--- config.mk ---
export PLATFORM = sky130hd
export DESIGN_NAME = caravan_por_monitor_flat
export DESIGN_NICKNAME = d
export VERILOG_FILES = /design/src/rtl/caravan_por_pkg.sv /design/src/rtl/caravan_por_monitor_if.sv /design/src/rtl/caravan_por_monitor_por_filter.sv /design/src/rtl/caravan_por_monitor.sv /design/src/flat_wrapper.sv
export SDC_FILE = /design/constraint.sdc
export NUM_CORES = 1
export LEC_CHECK = 0
export CORE_MARGIN = 5
export CORE_UTILIZATION = 45
export CTS_CLUSTER_DIAMETER = 120
export DETAILED_ROUTE_END_ITERATION = 10
export PLACE_DENSITY = 0.69
export SLEW_MARGIN = 20
export SYNTH_ARGS = -nofsm -noshare
export SYNTH_HDL_FRONTEND = slang
export SYNTH_HIERARCHICAL = 1
export SYNTH_SLANG_ARGS = --single-unit
--- constraint.sdc ---
create_clock -name clock -period 3.2 [get_ports clock]
set_clock_uncertainty 0.05 [all_clocks]
set_input_delay 0.32 -clock clock [delete_from_list [all_inputs] [get_ports clock]]
set_output_delay 0.32 -clock clock [all_outputs]
set_load 0.02 [all_outputs]
--- src/rtl/caravan_por_pkg.sv ---
// Shared constants and the status-to-check-code decode for the caravan dual POR monitor.
package caravan_por_pkg;

    localparam logic [3:0] CHK_NONE  = 4'h0;
    localparam logic [3:0] CHK_POR1  = 4'h9;
    localparam logic [3:0] CHK_BOTH  = 4'h5;
    localparam logic [3:0] CHK_FAULT = 4'h6;

    localparam int POR1_BIT = 0;
    localparam int POR2_BIT = 1;

    // Auxiliary good without core good is reported as a distinct fault code.
    function automatic logic [3:0] chk_decode(input logic [1:0] good);
        logic [3:0] code;
        case (good)
            2'b01:   code = CHK_POR1;
            2'b11:   code = CHK_BOTH;
            2'b10:   code = CHK_FAULT;
            default: code = CHK_NONE;
        endcase
        return code;
    endfunction

endpackage

--- src/rtl/caravan_por_monitor_if.sv ---
// Sense inputs, pad enable and status/check outputs of the POR monitor.
interface caravan_por_monitor_if;

    logic       vdd1_sense;
    logic       vdd2_sense;
    logic       cfg_en;
    logic [1:0] status;
    logic [3:0] checkbits;
    logic [1:0] por_good;

    modport master (
        output vdd1_sense,
        output vdd2_sense,
        output cfg_en,
        input  status,
        input  checkbits,
        input  por_good
    );

    modport slave (
        input  vdd1_sense,
        input  vdd2_sense,
        input  cfg_en,
        output status,
        output checkbits,
        output por_good
    );

endinterface

--- src/rtl/caravan_por_monitor_por_filter.sv ---
// One POR channel: synchronize the sense level, then require DELAY consecutive high samples.
module por_filter #(
    parameter int SYNC_STAGES = 2,
    parameter int DELAY       = 64,
    parameter int CNT_W       = 16
) (
    input  logic clock,
    input  logic reset,
    input  logic sense,
    output logic good
);

    localparam logic [CNT_W-1:0] DLY    = CNT_W'(DELAY);
    localparam logic [CNT_W-1:0] DLY_M1 = CNT_W'(DELAY - 1);

    logic [SYNC_STAGES-1:0] sync_q;
    logic [CNT_W-1:0]       cnt_q, cnt_d;
    logic                   good_q, good_d;
    logic                   s;

    assign s    = sync_q[SYNC_STAGES-1];
    assign good = good_q;

    // Any low sample restarts the full delay; the count saturates so good never drops while s stays high.
    always_comb begin
        cnt_d  = cnt_q;
        good_d = good_q;
        if (!s) begin
            cnt_d  = '0;
            good_d = 1'b0;
        end else begin
            if (cnt_q != DLY)
                cnt_d = cnt_q + CNT_W'(1);
            if (cnt_q == DLY_M1)
                good_d = 1'b1;
        end
    end

    always_ff @(posedge clock or posedge reset) begin
        if (reset) begin
            sync_q <= '0;
            cnt_q  <= '0;
            good_q <= 1'b0;
        end else begin
            sync_q <= {sync_q[SYNC_STAGES-2:0], sense};
            cnt_q  <= cnt_d;
            good_q <= good_d;
        end
    end

endmodule

--- src/rtl/caravan_por_monitor.sv ---
// Dual POR monitor top: two independent filtered channels, check-code decode and pad gating.
module caravan_por_monitor
    import caravan_por_pkg::*;
#(
    parameter int SYNC_STAGES = 2,
    parameter int POR1_DELAY  = 64,
    parameter int POR2_DELAY  = 64,
    parameter int CNT_W       = 16
) (
    input  logic                 clock,
    input  logic                 reset,
    caravan_por_monitor_if.slave bus
);

    logic [1:0] good;

    por_filter #(
        .SYNC_STAGES (SYNC_STAGES),
        .DELAY       (POR1_DELAY),
        .CNT_W       (CNT_W)
    ) u_por1 (
        .clock (clock),
        .reset (reset),
        .sense (bus.vdd1_sense),
        .good  (good[POR1_BIT])
    );

    por_filter #(
        .SYNC_STAGES (SYNC_STAGES),
        .DELAY       (POR2_DELAY),
        .CNT_W       (CNT_W)
    ) u_por2 (
        .clock (clock),
        .reset (reset),
        .sense (bus.vdd2_sense),
        .good  (good[POR2_BIT])
    );

    // Gating is purely combinational so raising cfg_en exposes the current state immediately.
    assign bus.por_good  = good;
    assign bus.status    = bus.cfg_en ? good : 2'b00;
    assign bus.checkbits = bus.cfg_en ? chk_decode(good) : CHK_NONE;

endmodule

--- src/flat_wrapper.sv ---
// flat-port wrapper written by rule: the top's interface ports become plain ports
module caravan_por_monitor_flat import caravan_por_pkg::*;
#(
    parameter int SYNC_STAGES = 2,
    parameter int POR1_DELAY  = 64,
    parameter int POR2_DELAY  = 64,
    parameter int CNT_W       = 16
)
  (clock, reset, bus_vdd1_sense, bus_vdd2_sense, bus_cfg_en, bus_status, bus_checkbits, bus_por_good);
  caravan_por_monitor_if bus_i ();
  input  logic clock;
  input  logic reset;
  input wire logic [$bits(bus_i.vdd1_sense)-1:0] bus_vdd1_sense;
  input wire logic [$bits(bus_i.vdd2_sense)-1:0] bus_vdd2_sense;
  input wire logic [$bits(bus_i.cfg_en)-1:0] bus_cfg_en;
  output wire logic [$bits(bus_i.status)-1:0] bus_status;
  output wire logic [$bits(bus_i.checkbits)-1:0] bus_checkbits;
  output wire logic [$bits(bus_i.por_good)-1:0] bus_por_good;
  assign bus_i.vdd1_sense = bus_vdd1_sense;
  assign bus_i.vdd2_sense = bus_vdd2_sense;
  assign bus_i.cfg_en = bus_cfg_en;
  assign bus_status = bus_i.status;
  assign bus_checkbits = bus_i.checkbits;
  assign bus_por_good = bus_i.por_good;
  caravan_por_monitor #(.SYNC_STAGES(SYNC_STAGES), .POR1_DELAY(POR1_DELAY), .POR2_DELAY(POR2_DELAY), .CNT_W(CNT_W)) u_core (.clock(clock), .reset(reset), .bus(bus_i));
endmodule
==> impl_metrics.py <==
metrics = {
    "cts": {
        "clk_pin_slew_ns": 0.07,
        "cts_hold_buf": 0,
        "cts_buffer_depth": 2,
        "cts_resized": 0,
        "post-cts-setup-buffer-count": 0,
        "cts_buffers": 5,
        "cts_tree": "built",
        "clk_latency_ns": 0.28,
        "cts_max_level": 2,
        "clkSinkCount": 38,
        "clockRootBuffer": "clkbuf_8",
    },
    "worst_setup_path": {
        "critPathKind": "input pin to primary output",
        "path_cells": "clkdlybuf4s50_1, and3b_1, clkdlybuf4s50_1",
        "critical_path_arrival_ns": 1.60,
        "worstSetupEndpoint": "bus_checkbits[3]",
        "r2r_cells": 3,
        "crit_fanout": 6,
        "crit_buf_inv": 2,
        "start_kind": "input pin",
        "required_ns": 2.83,
        "cpPeakStageDelay_ns": 0.60,
        "path_delay_family": "buffers and inverters",
        "slowest_stage": "clkdlybuf4s50_1",
        "regToRegStartpoint": "u_core/u_por2/cnt_q[2]",
        "crit_top_cell": "clkdlybuf4s50_1",
        "startpoint": "bus_cfg_en",
        "reg2reg_slack_ns": 1.29,
        "end_kind": "primary output",
        "rr_endpoint": "u_core/u_por2/cnt_q[12]",
        "crit_cells": 3,
    },
    "yosys": {
        "syn_area_per_cell_um2": 9.63,
        "syn_inst": 212,
        "syn_nets": 221,
        "synth_compound_area_share_pct": 9.56,
        "synth_xor_area_share_pct": 1.72,
        "ys_types": 24,
        "synth.cell_area_mm2": 0.00204,
        "synth_top_family_by_area": "simple AND/OR/NAND/NOR gates",
        "synth_mux_area_share_pct": 5.88,
        "yosysWarnings": 6,
        "yosysSeqAreaShare_pct": 46.6,
        "ys_ff_latch": 38,
        "synth_fa_ha_area_share_pct": 2.45,
        "synthSimpleGateAreaFrac_pct": 29.7,
    },
    "global_routing": {
        "antenna_found_initial": 0,
        "top_usage_layer": "met1",
        "grt_pass1_vias": 1409,
        "grt_use_met1_pct": 19.5,
        "grt-ovfl-total": 0,
        "use_met3_pct": 2.78,
        "grt_pass1_wl_um": 6460,
        "grtUsageMet2_pct": 18.5,
        "grt_usage_pct": 13.0,
        "grt_max_degree": 20,
    },
    "power_and_ir_drop": {
        "ir_worst_vdd_v": 0.000289,
        "p_int_mw": 0.678,
        "combPwrFrac_pct": 5.1,
        "p_sw_mw": 0.202,
        "clockPowerShare_pct": 37.6,
        "p_sw_share_pct": 23.0,
        "seqPwrFrac_pct": 57.2,
        "power_density_mw_per_mm2": 384,
        "p_leak_nw": 0.900,
    },
    "timing": {
        "finalMaxSlewViolations": 0,
        "setup_viol": 0,
        "period_share_pct": 61.6,
        "tns_ns": 0,
        "rsz0062_at_grt": "false",
        "worstMarginPinSlew_ns": 0.752,
        "finalHoldViolCount": 0,
        "min_period_ns": 1.97,
        "relSlewSlack_pct": 49.8,
        "clock.fmax_mhz": 507,
    },
    "routing": {
        "first_pass_iters": 4,
        "vias": 1579,
        "initialDrtViolationCount": 120,
        "drc": 0,
        "drtAntennaViolNets": 0,
        "wl_per_cell_um": 13.7,
        "routed_via_density": 5.68,
        "routed_wl_um": 3800,
    },
    "placement": {
        "gp_congestion": 0.752,
        "place_hpwl_um": 2700,
        "placedCellCount": 270,
        "portBuffers": 12,
    },
    "die": {
        "core_area_mm2": 0.00438,
        "rows": 24,
        "dieArea_mm2": 0.00598,
        "ios": 13,
        "die_h_um": 77.4,
        "die_w_um": 77.4,
        "start_util_pct": 46.6,
    },
    "layout": {
        "area_growth_pct": 12.3,
        "fin_cells": 278,
        "layout.cells.most_common": "dfrtp_1",
        "multi_input_area_mm2": 0.00101,
        "regArea_um2": 951,
        "most-common-layout-cells": "dfrtp_1 (38), nand2_1 (24), inv_1 (16)",
        "nFillCells": 412,
        "nets": 234,
        "diodes": 0,
        "layout-drive-gt1-share_pct": 6.64,
        "utilization_pct": 52.3,
    },
    "min_path": {
        "holdCritPathClass": "flop to flop",
    },
    "run_status": {
        "outcome": "finished clean",
    },
    "flow_run": {
        "drv_cap": 0,
    },
}
how the worst min path moves through the flow:
stage | cells after the start | slack, ns | from | to
6_report | 0 | 0.31 | u_core/u_por1/sync_q[0] | u_core/u_por1/sync_q[1]
3_3_place_gp | 0 | 0.28 | u_core/u_por2/sync_q[0] | u_core/u_por2/sync_q[1]
3_5_place_dp | 0 | 0.30 | u_core/u_por1/sync_q[0] | u_core/u_por1/sync_q[1]
2_1_floorplan | 1 | 0.22 | reset | u_core/u_por1/cnt_q[0]
4_1_cts | 0 | 0.31 | u_core/u_por1/sync_q[0] | u_core/u_por1/sync_q[1]
5_1_grt | 0 | 0.32 | u_core/u_por1/sync_q[0] | u_core/u_por1/sync_q[1]
layer usage:
metal	up-vias	share of wire, %
li1	800	-
met1	752	54
met2	25	42
met3	2	3.2
met4	0	0.71
met5	-	0
metrics by stage:
stage / area [um2] / hold slack [ns] / setup WS [ns] / power (mW)
after global routing: 2290 / 0.320 / 1.11 / 0.918
after floorplan: 2040 / 0.221 / 1.54 / 0.542
after CTS: 2290 / 0.313 / 1.21 / 0.895
after global placement: 2200 / 0.282 / 1.23 / 0.557
final: 2290 / 0.306 / 1.23 / 0.880
after detailed placement: 2200 / 0.297 / 1.21 / 0.559
flip-flops by register name, indices dropped and copies added (netlist names):
signal,flops
u_core/u_por1/cnt_q,16
u_core/u_por1/good,1
u_core/u_por2/sync_q,2
u_core/u_por2/good,1
u_core/u_por1/sync_q,2
u_core/u_por2/cnt_q,16
synthesized netlist by cell type:
library cell | number | area share [%]
buf_2 | 2 | 0.49
xor2_1 | 4 | 1.7
or4_4 | 2 | 1.1
nand2_1 | 24 | 4.4
and2_2 | 4 | 1.5
nand3_1 | 12 | 2.9
nor4_4 | 2 | 2.1
and3b_1 | 2 | 0.86
dfrtp_1 | 38 | 47
o31ai_1 | 10 | 3.7
a32o_1 | 2 | 0.98
a21oi_1 | 14 | 3.4
nand4_1 | 8 | 2.5
nand2b_1 | 6 | 1.8
or3_1 | 8 | 2.5
or4_1 | 12 | 4.4
or4bb_1 | 2 | 1.1
nor4_1 | 10 | 3.1
clkbuf_1 | 4 | 0.74
nor2_1 | 8 | 1.5
inv_1 | 16 | 2.9
o21ai_0 | 6 | 1.5
ha_1 | 4 | 2.5
mux2i_1 | 12 | 5.9
kinds of logic after synthesis:
family	count (synthesis)
multiplexers	12
XOR/XNOR	4
flip-flops	38
AND/OR/NAND/NOR	100
buffers and inverters	22
adder cells (fa/ha/maj)	4
AO/OA/AOI/OAI	32
power by group through the flow:
| stage | clock (mW) | sequential (mW) | combinational [mW] |
|---|---|---|---|
| 3_5_place_dp | 0 | 0.513 | 0.0463 |
| 5_1_grt | 0.359 | 0.505 | 0.0528 |
| 4_1_cts | 0.346 | 0.503 | 0.0465 |
| 3_3_place_gp | 0 | 0.512 | 0.0449 |
| 6_report | 0.331 | 0.504 | 0.0453 |
| 2_1_floorplan | 0 | 0.507 | 0.0349 |
layout make-up:
type,instances,share of cell area [%]
sequential,38,41.5
clock buffer,7,3.76
multi-input combinational,152,43.9
timing repair buffer,12,5.24
tap,52,2.84
clock inverter,1,0.218
inverter,16,2.62
(Power assumes the default switching activity.)
